==> config.mk <==
export PLATFORM = sky130hd
export DESIGN_NAME = io_writeback_arbiter
export DESIGN_NICKNAME = d
export VERILOG_FILES = /design/src/rtl/io_writeback_arbiter.sv
export SDC_FILE = /design/constraint.sdc
export NUM_CORES = 1
export LEC_CHECK = 0
export ABC_AREA = 1
export BUFFER_PORTS_ARGS = -buffer_cell sky130_fd_sc_hd__buf_4
export CORE_AREA = 5 5 148 150
export DETAILED_ROUTE_END_ITERATION = 16
export DIE_AREA = 0 0 153 155
export GPL_ROUTABILITY_DRIVEN = 0
export PLACE_DENSITY = 0.68
export SYNTH_ARGS = -nofsm -noshare
export SYNTH_HDL_FRONTEND = slang
export SYNTH_SLANG_ARGS = --single-unit
export TNS_END_PERCENT = 20
==> constraint.sdc <==
create_clock -name sys_clk -period 5.6 [get_ports sys_clk]
set_input_delay 0.28 -clock sys_clk [delete_from_list [all_inputs] [get_ports sys_clk]]
set_output_delay 0.28 -clock sys_clk [all_outputs]
set_load 0.005 [all_outputs]
==> src/rtl/io_writeback_arbiter.sv <==
// Round-robin arbiter sharing the single IO writeback port among the IO response sources.
// Optional macro WBARB_PORT0_PRIORITY_EN gives port 0 (clock generator) strict priority.
module io_writeback_arbiter #(
  parameter int DATABITWIDTH    = 16,
  parameter int INPUTPORTCOUNT  = 14,
  parameter int PORTADDRWIDTH   = $clog2(INPUTPORTCOUNT),
  parameter int REGADDRBITWIDTH = 4
) (
  input  logic                                             sys_clk,
  input  logic                                             async_rst_n,
  input  logic                                             clk_en,
  input  logic [INPUTPORTCOUNT-1:0]                        InputACK,
  output logic [INPUTPORTCOUNT-1:0]                        InputREQ,
  input  logic [INPUTPORTCOUNT-1:0][DATABITWIDTH-1:0]      InputData,
  input  logic [INPUTPORTCOUNT-1:0][REGADDRBITWIDTH-1:0]   InputAddr,
  output logic                                             OutputACK,
  input  logic                                             OutputREQ,
  output logic [DATABITWIDTH-1:0]                          OutputData,
  output logic [REGADDRBITWIDTH-1:0]                       OutputAddr,
  output logic [PORTADDRWIDTH-1:0]                         OutputPort
);

  typedef enum logic {EMPTY = 1'b0, FULL = 1'b1} state_t;

  localparam logic [PORTADDRWIDTH-1:0] LAST_PORT = PORTADDRWIDTH'(INPUTPORTCOUNT - 1);

  state_t                     r_state;
  logic [PORTADDRWIDTH-1:0]   r_rr_ptr;
  logic [DATABITWIDTH-1:0]    r_data;
  logic [REGADDRBITWIDTH-1:0] r_addr;
  logic [PORTADDRWIDTH-1:0]   r_port;

  logic [PORTADDRWIDTH-1:0]   w_winner;
  logic [PORTADDRWIDTH-1:0]   w_next_ptr;
  logic                       w_found;
  logic                       w_free;
  logic                       w_grant;
  logic                       w_ptr_update;

  // The slot is free when empty or when the core drains it this same edge.
  assign w_free  = (r_state == EMPTY) || OutputREQ;
  assign w_grant = async_rst_n && clk_en && w_free && (|InputACK);

  always_comb begin
    // NOTE: every output of this block gets a default first so no latch is inferred.
    w_winner = r_rr_ptr;
    w_found  = 1'b0;
    for (int k = 0; k < INPUTPORTCOUNT; k++) begin
      int idx;
      idx = int'(r_rr_ptr) + k;
      if (idx >= INPUTPORTCOUNT) idx -= INPUTPORTCOUNT;
      if (!w_found && InputACK[idx]) begin
        w_winner = PORTADDRWIDTH'(idx);
        w_found  = 1'b1;
      end
    end
`ifdef WBARB_PORT0_PRIORITY_EN
    if (InputACK[0]) w_winner = '0;
`endif
  end

`ifdef WBARB_PORT0_PRIORITY_EN
  // Port-0 grants bypass the rotation, so they leave the pointer alone.
  assign w_ptr_update = w_grant && (w_winner != '0);
`else
  assign w_ptr_update = w_grant;
`endif

  assign w_next_ptr = (w_winner == LAST_PORT) ? '0 : w_winner + PORTADDRWIDTH'(1);

  always_comb begin
    InputREQ = '0;
    if (w_grant) InputREQ[w_winner] = 1'b1;
  end

  // NOTE: sequential state uses non-blocking assignments so every flop samples pre-edge values.
  always_ff @(posedge sys_clk or negedge async_rst_n) begin
    if (!async_rst_n) begin
      r_state  <= EMPTY;
      r_rr_ptr <= '0;
      r_data   <= '0;
      r_addr   <= '0;
      r_port   <= '0;
    end else if (clk_en) begin
      if (w_grant) begin
        r_state <= FULL;
        r_data  <= InputData[w_winner];
        r_addr  <= InputAddr[w_winner];
        r_port  <= w_winner;
        if (w_ptr_update) r_rr_ptr <= w_next_ptr;
      end else if ((r_state == FULL) && OutputREQ) begin
        // Pop without refill keeps the payload; only the valid flag drops.
        r_state <= EMPTY;
      end
    end
  end

  assign OutputACK  = (r_state == FULL);
  assign OutputData = r_data;
  assign OutputAddr = r_addr;
  assign OutputPort = r_port;

endmodule

======== Yosys cells after proc, flatten, opt, wreduce, memory -nomap -nowiden ========
Index checks and enable logic that the tools add are counted.
word-level totals
  logic and storage cells ................. 194
  register bits after elaboration ......... 29
  bits of input ports ..................... 298
  output and inout port bits .............. 39
cells by class
  muxes and demuxes ....................... 93
  $lt $le $gt $ge ......................... 30
  bitwise operators ....................... 1
  $add $sub $neg .......................... 28
  equal/unequal tests ..................... 1
  reductions and logical operators ........ 36
operators with widths
  cell                                                                count
  less-than comparator 32 x 6 -> 1 bit (second input constant)        14
  two-way mux 32 bit                                                  14
  subtractor 5 x 4 -> 6 bit (second input constant)                   13
  greater-or-equal comparator 5 x 4 -> 1 bit (second input constant)  13
  binary-select mux 16 bit (select 4 bit)                             1
  two-way mux 4 bit                                                   16
  binary-select mux 1 bit (select 4 bit)                              14
  two-way mux 1 bit                                                   44
  adder 4 x 4 -> 5 bit (second input constant)                        6
  adder 4 x 3 -> 5 bit (second input constant)                        4
  logical AND 1 bit                                                   18
  binary-select mux 4 bit (select 4 bit)                              1
  two-way mux 16 bit                                                  1
  two-way mux 14 bit                                                  1
  OR reduction 14 bit                                                 1
  logical NOT 1 bit                                                   13
  adder 4 x 2 -> 5 bit (second input constant)                        2
  adder 4 x 1 -> 5 bit (second input constant)                        1
  less-than comparator 4 x 5 -> 1 bit (second input constant)         1
  subtractor 4 x 4 -> 5 bit (second input constant)                   1
  adder 4 x 1 -> 4 bit (second input constant)                        1
  demux 1 bit (select 4 bit)                                          1
  == test 4 bit (second input constant)                               1
  greater-or-equal comparator 4 x 1 -> 1 bit (second input constant)  1
  5 further kinds                                                     6

======== Logic depth before layout (Yosys ltp) ========
  word-level depth ........................ 50
  mapped depth ............................ 41
  gate-level depth less buffers ........... 39

======== Worst setup path after synthesis ========
No wires, ideal clock.
  kind .................................... register -> output
  start ................................... register r_rr_ptr[1]
  end ..................................... output port InputREQ[12]
  stages on the path, launching flop included .. 30
  required time ........................... 5.320 ns
  arrival time ............................ 3.995 ns
  buffers on the path ..................... 3
  slack ................................... 1.325 ns
  cell sequence ........................... dfrtp_1 -> inv_1 -> buf_2 -> ha_1 -> buf_4 -> inv_2 -> nand2_1 -> nand2_1 -> nand2_2 -> nand2_2 -> xor2_1 -> nand3_1 -> nand2_2 -> nand3_4 -> nor3_4 -> nand3_1 -> nor2_2 -> nand4_2 -> nor2_2 -> nand2_1 -> inv_2 -> nand2_1 -> nand2_1 -> inv_2 -> nand2_2 -> nand2_2 -> inv_1 -> buf_2 -> nand3_1 -> nor3_1
between the ends
  cells in the longest elaborated chain, start to end .. 50
  elaborated cells between the ends (all ways) .. 156
  classes of those cells .................. 27 x add/sub; 16 x order compare; 86 x mux; 27 x reduce/logical
RTL lines
  what                                                                                                                            line  RTL
  from (decl)                                                                                                                     28    logic [PORTADDRWIDTH-1:0] r_rr_ptr;
  from (signal assigned)                                                                                                          90    if (w_ptr_update) r_rr_ptr <= w_next_ptr;
  branches (longest 44 deep; another with subtractor 5 x 4 -> 6 bit)                                                              --
  two-way mux 4 bit *                                                                                                             52    if (!w_found && InputACK[idx]) begin
  less-than comparator 4 x 5 -> 1 bit (not written as such) / greater-or-equal comparator 4 x 1 -> 1 bit (equally long branches)  73    if (w_grant) InputREQ[w_winner] = 1'b1;
  logical AND 1 bit (not written as such)                                                                                         73
  two-way mux 1 bit (not written as such)                                                                                         73
  demux 1 bit (select 4 bit) *                                                                                                    73
  two-way mux 14 bit *                                                                                                            73
  to (decl)                                                                                                                       13    output logic [INPUTPORTCOUNT-1:0] InputREQ,
Every way passes the cells marked *. The select of a mux whose other input is x is not followed.

======== Worst setup path after layout ========
  start ................................... register r_rr_ptr[0]
  end ..................................... output port InputREQ[7]
Same word-level chain as after synthesis.

==> flow_results.xml <==
<?xml version="1.0" encoding="UTF-8"?>
<metrics>
  <group name="die">
    <metric name="die_h" unit="um">155</metric>
    <metric name="die-width" unit="um">153</metric>
    <metric name="floorplan.io_pins" unit="">337</metric>
    <metric name="dieArea" unit="um2">23700</metric>
    <metric name="fp-row-count" unit="">53</metric>
    <metric name="core_area" unit="um2">20600</metric>
    <metric name="initial_utilization" unit="%">38.9</metric>
  </group>
  <group name="setup_path">
    <metric name="setup.worst_path.end_class" unit="">primary output</metric>
    <metric name="worst_path_max_delay_cell" unit="">ha_1</metric>
    <metric name="crit_path_top_cell_by_count" unit="">nand2_1</metric>
    <metric name="worst_ep_required_time" unit="ps">5320</metric>
    <metric name="worst-path-buf-inv" unit="">7</metric>
    <metric name="path_max_fanout" unit="">43</metric>
    <metric name="regToRegEndpoint" unit="">OutputAddr[0]</metric>
    <metric name="critical_path_arrival" unit="ps">4950</metric>
    <metric name="startpoint_type_of_the_worst_setup_path" unit="">flip-flop</metric>
    <metric name="timing.rr.start" unit="">r_rr_ptr[0]</metric>
    <metric name="critical_path.top_delay_family" unit="">simple AND/OR/NAND/NOR gates</metric>
    <metric name="critPathKind" unit="">reg -&gt; out</metric>
    <metric name="worst_path_largest_cell_delay" unit="ps">520</metric>
    <metric name="timing.reg2reg.setup_slack" unit="ps">490</metric>
    <metric name="ff2ff_path_depth" unit="">29</metric>
  </group>
  <group name="clock_network">
    <metric name="clk_transition_reported_paths" unit="ps">50</metric>
    <metric name="insertion_delay_to_the_later_sink_of_the_worst_skew_pair" unit="ps">280</metric>
    <metric name="tritoncts" unit="">done</metric>
    <metric name="htree_depth" unit="">2</metric>
    <metric name="numCtsBuffers" unit="">5</metric>
    <metric name="clockBufferDepth" unit="">2</metric>
    <metric name="clk_root_buffer_cell" unit="">clkbuf_16</metric>
    <metric name="tritoncts_num_sinks" unit="">29</metric>
  </group>
  <group name="routing">
    <metric name="drtPass1Iterations" unit="">5</metric>
    <metric name="remaining_drc_errors" unit="">0</metric>
    <metric name="post_drt_via_cell_ratio" unit="">5.24</metric>
    <metric name="drt_iter0_markers" unit="">1033</metric>
    <metric name="drt-wirelength-per-cell" unit="um">16.9</metric>
    <metric name="detail-route-antenna-nets" unit="">0</metric>
    <metric name="via_count" unit="">11600</metric>
    <metric name="routed_wl" unit="um">37400</metric>
  </group>
  <group name="sta">
    <metric name="max_slew_margin" unit="%">29.6</metric>
    <metric name="finalHoldViolCount" unit="">0</metric>
    <metric name="fin_crit_share" unit="%">93.4</metric>
    <metric name="finalHoldWorstSlack" unit="ps">263</metric>
    <metric name="slew_viol_final" unit="">0</metric>
    <metric name="rsz_0062_raised_after_global_routing" unit="">true</metric>
    <metric name="final-setup-viol-count" unit="">0</metric>
    <metric name="period_minus_slack" unit="ps">5230</metric>
    <metric name="fin_skew" unit="ps">3.09</metric>
    <metric name="tightestPinTransition" unit="ps">1050</metric>
    <metric name="clock.fmax" unit="MHz">191</metric>
  </group>
  <group name="grt">
    <metric name="grt_start_max_net_pins" unit="">146</metric>
    <metric name="grt_first_pass_wirelength" unit="um">56500</metric>
    <metric name="grt_overflow" unit="">0</metric>
    <metric name="first_global_vias" unit="">10900</metric>
    <metric name="initial_antenna_violation_count" unit="">0</metric>
    <metric name="grtUsageTotal" unit="%">29.1</metric>
  </group>
  <group name="min_path">
    <metric name="hp_class" unit="">in -&gt; reg</metric>
    <metric name="end_point_of_the_worst_hold_path" unit="">OutputACK</metric>
    <metric name="worst_hold_path.num_cells" unit="">4</metric>
    <metric name="min-delay-start" unit="">clk_en</metric>
  </group>
  <group name="synth">
    <metric name="syn_area" unit="um2">7990</metric>
    <metric name="syn_inst" unit="">1654</metric>
    <metric name="synthesis.yosys.warnings" unit="">0</metric>
    <metric name="edff_count_synth" unit="">0</metric>
    <metric name="seq_area_frac_synth" unit="%">9.08</metric>
    <metric name="synth-seq-cells" unit="">29</metric>
    <metric name="synthFlopType" unit="">dfrtp_1</metric>
    <metric name="synth_nets" unit="">1974</metric>
    <metric name="synth_cell_types" unit="">44</metric>
    <metric name="avgSynthCellArea" unit="um2">4.83</metric>
    <metric name="synthArstFlopShare" unit="%">100</metric>
  </group>
  <group name="place">
    <metric name="dp.final_hpwl" unit="um">29200</metric>
    <metric name="post-place-cells" unit="">2203</metric>
    <metric name="portBuffers" unit="">336</metric>
    <metric name="placed_area" unit="um2">10600</metric>
  </group>
  <group name="finish">
    <metric name="layout_common_cells" unit="">nand2_1 (935), buf_4 (353), nand3_1 (221)</metric>
    <metric name="multi_input_gate_area_in_the_final_layout" unit="um2">6380</metric>
    <metric name="insertedDiodeCount" unit="">0</metric>
    <metric name="layout_commonest_cell" unit="">nand2_1</metric>
    <metric name="finish.instance_area" unit="um2">10900</metric>
    <metric name="layout.cells.non_filler" unit="">2216</metric>
    <metric name="post_route_cells_drive_above_1_share" unit="%">21.7</metric>
    <metric name="areaGrowthSynthToFinish" unit="%">36.4</metric>
    <metric name="layout.area.seq" unit="um2">728</metric>
    <metric name="num-nets-final" unit="">2260</metric>
    <metric name="n_fill_cell" unit="">2289</metric>
  </group>
  <group name="run">
    <metric name="drv_cap" unit="">0</metric>
  </group>
  <group name="status">
    <metric name="status" unit="">finished, final reports clean</metric>
  </group>
</metrics>
==> how the worst max path moves through the flow <==
stage / startpoint / end / cells after the start
after floorplan: r_rr_ptr[1] / InputREQ[12] / 29
after global placement: r_rr_ptr[3] / OutputAddr[0] / 32
after detailed placement: r_rr_ptr[1] / OutputAddr[0] / 31
after CTS: r_rr_ptr[1] / InputREQ[11] / 34
after global routing: r_rr_ptr[0] / InputREQ[7] / 27
final: r_rr_ptr[0] / InputREQ[7] / 26
==> timing repair <==
action                                 CTS  global route
gates resized for setup                  0            20
endpoints found under the hold margin   29             0
buffers inserted                         0             2
hold buffers                             1             0
setup endpoints to repair                0            33
==> sequential cells by signal, summed over array words and instances (netlist names) <==
name and flops:
OutputPort 4, r_rr_ptr 4, OutputData 16, OutputACK 1
OutputAddr 4
==> synthesized netlist by cell type (all sizes together), types with 10 or more instances <==
| master | n | area share (%) |
|---|---|---|
| inv | 112 | 5.3 |
| o21ai | 80 | 5.1 |
| o211ai | 15 | 1.4 |
| nor2 | 50 | 2.4 |
| ha | 22 | 3.4 |
| nand2 | 954 | 45 |
| a21oi | 26 | 1.8 |
| nand3 | 225 | 14 |
| buf | 54 | 5.0 |
| nor3 | 10 | 0.77 |
| nand4 | 12 | 1.0 |
| dfrtp | 29 | 9.1 |
| clkbuf | 30 | 1.4 |
==> per-layer routing <==
layer / up-vias / GRT usage (%) / share of wire, %
li1: 5808 / - / -
met1: 5223 / 32.0 / 37
met2: 474 / 53.8 / 50
met3: 113 / 4.67 / 6.5
met4: 0 / 15.1 / 5.9
met5: - / 0 / 0
==> layout make-up <==
cell class                      instances  area share, %
Multi-Input combinational cell       1428           58.5
Timing Repair Buffer                  363           26.1
Sequential cell                        29           6.68
Inverter                              113           3.97
Tap cell                              275           3.16
Clock buffer                            7           1.31
Clock inverter                          1          0.276
==> worst reg2reg max path: cells and delay by family (launching register included) <==
kind / cells / cell delay [ps]
fa+ha+maj: 2 / 870
buf+inv: 4 / 950
simple gates: 22 / 2460
compound gates: 1 / 350
flops: 1 / 420
==> metrics by stage <==
stage                     setup slack, ps  TNS (ps)  util (%)
after floorplan                      1320         0         -
after global placement                536         0      51.4
after detailed placement              465         0      51.4
after CTS                             205         0      52.3
after global routing                -14.6     -25.0      53.0
final                                 371         0      53.0
==> kinds of logic after synthesis <==
logic type | share of synthesized area, %
adders and majority gates | 3.45
xor gates and xnor gates | 0.987
buffers and inverters | 11.7
and+or+nand+nor | 64.8
DFF | 9.08
AOI/OAI and AO/OA | 9.99
Power is left out: the tool's default activity adds up to more than one toggle a clock period on the data nets, which glitch-free logic cannot reach.
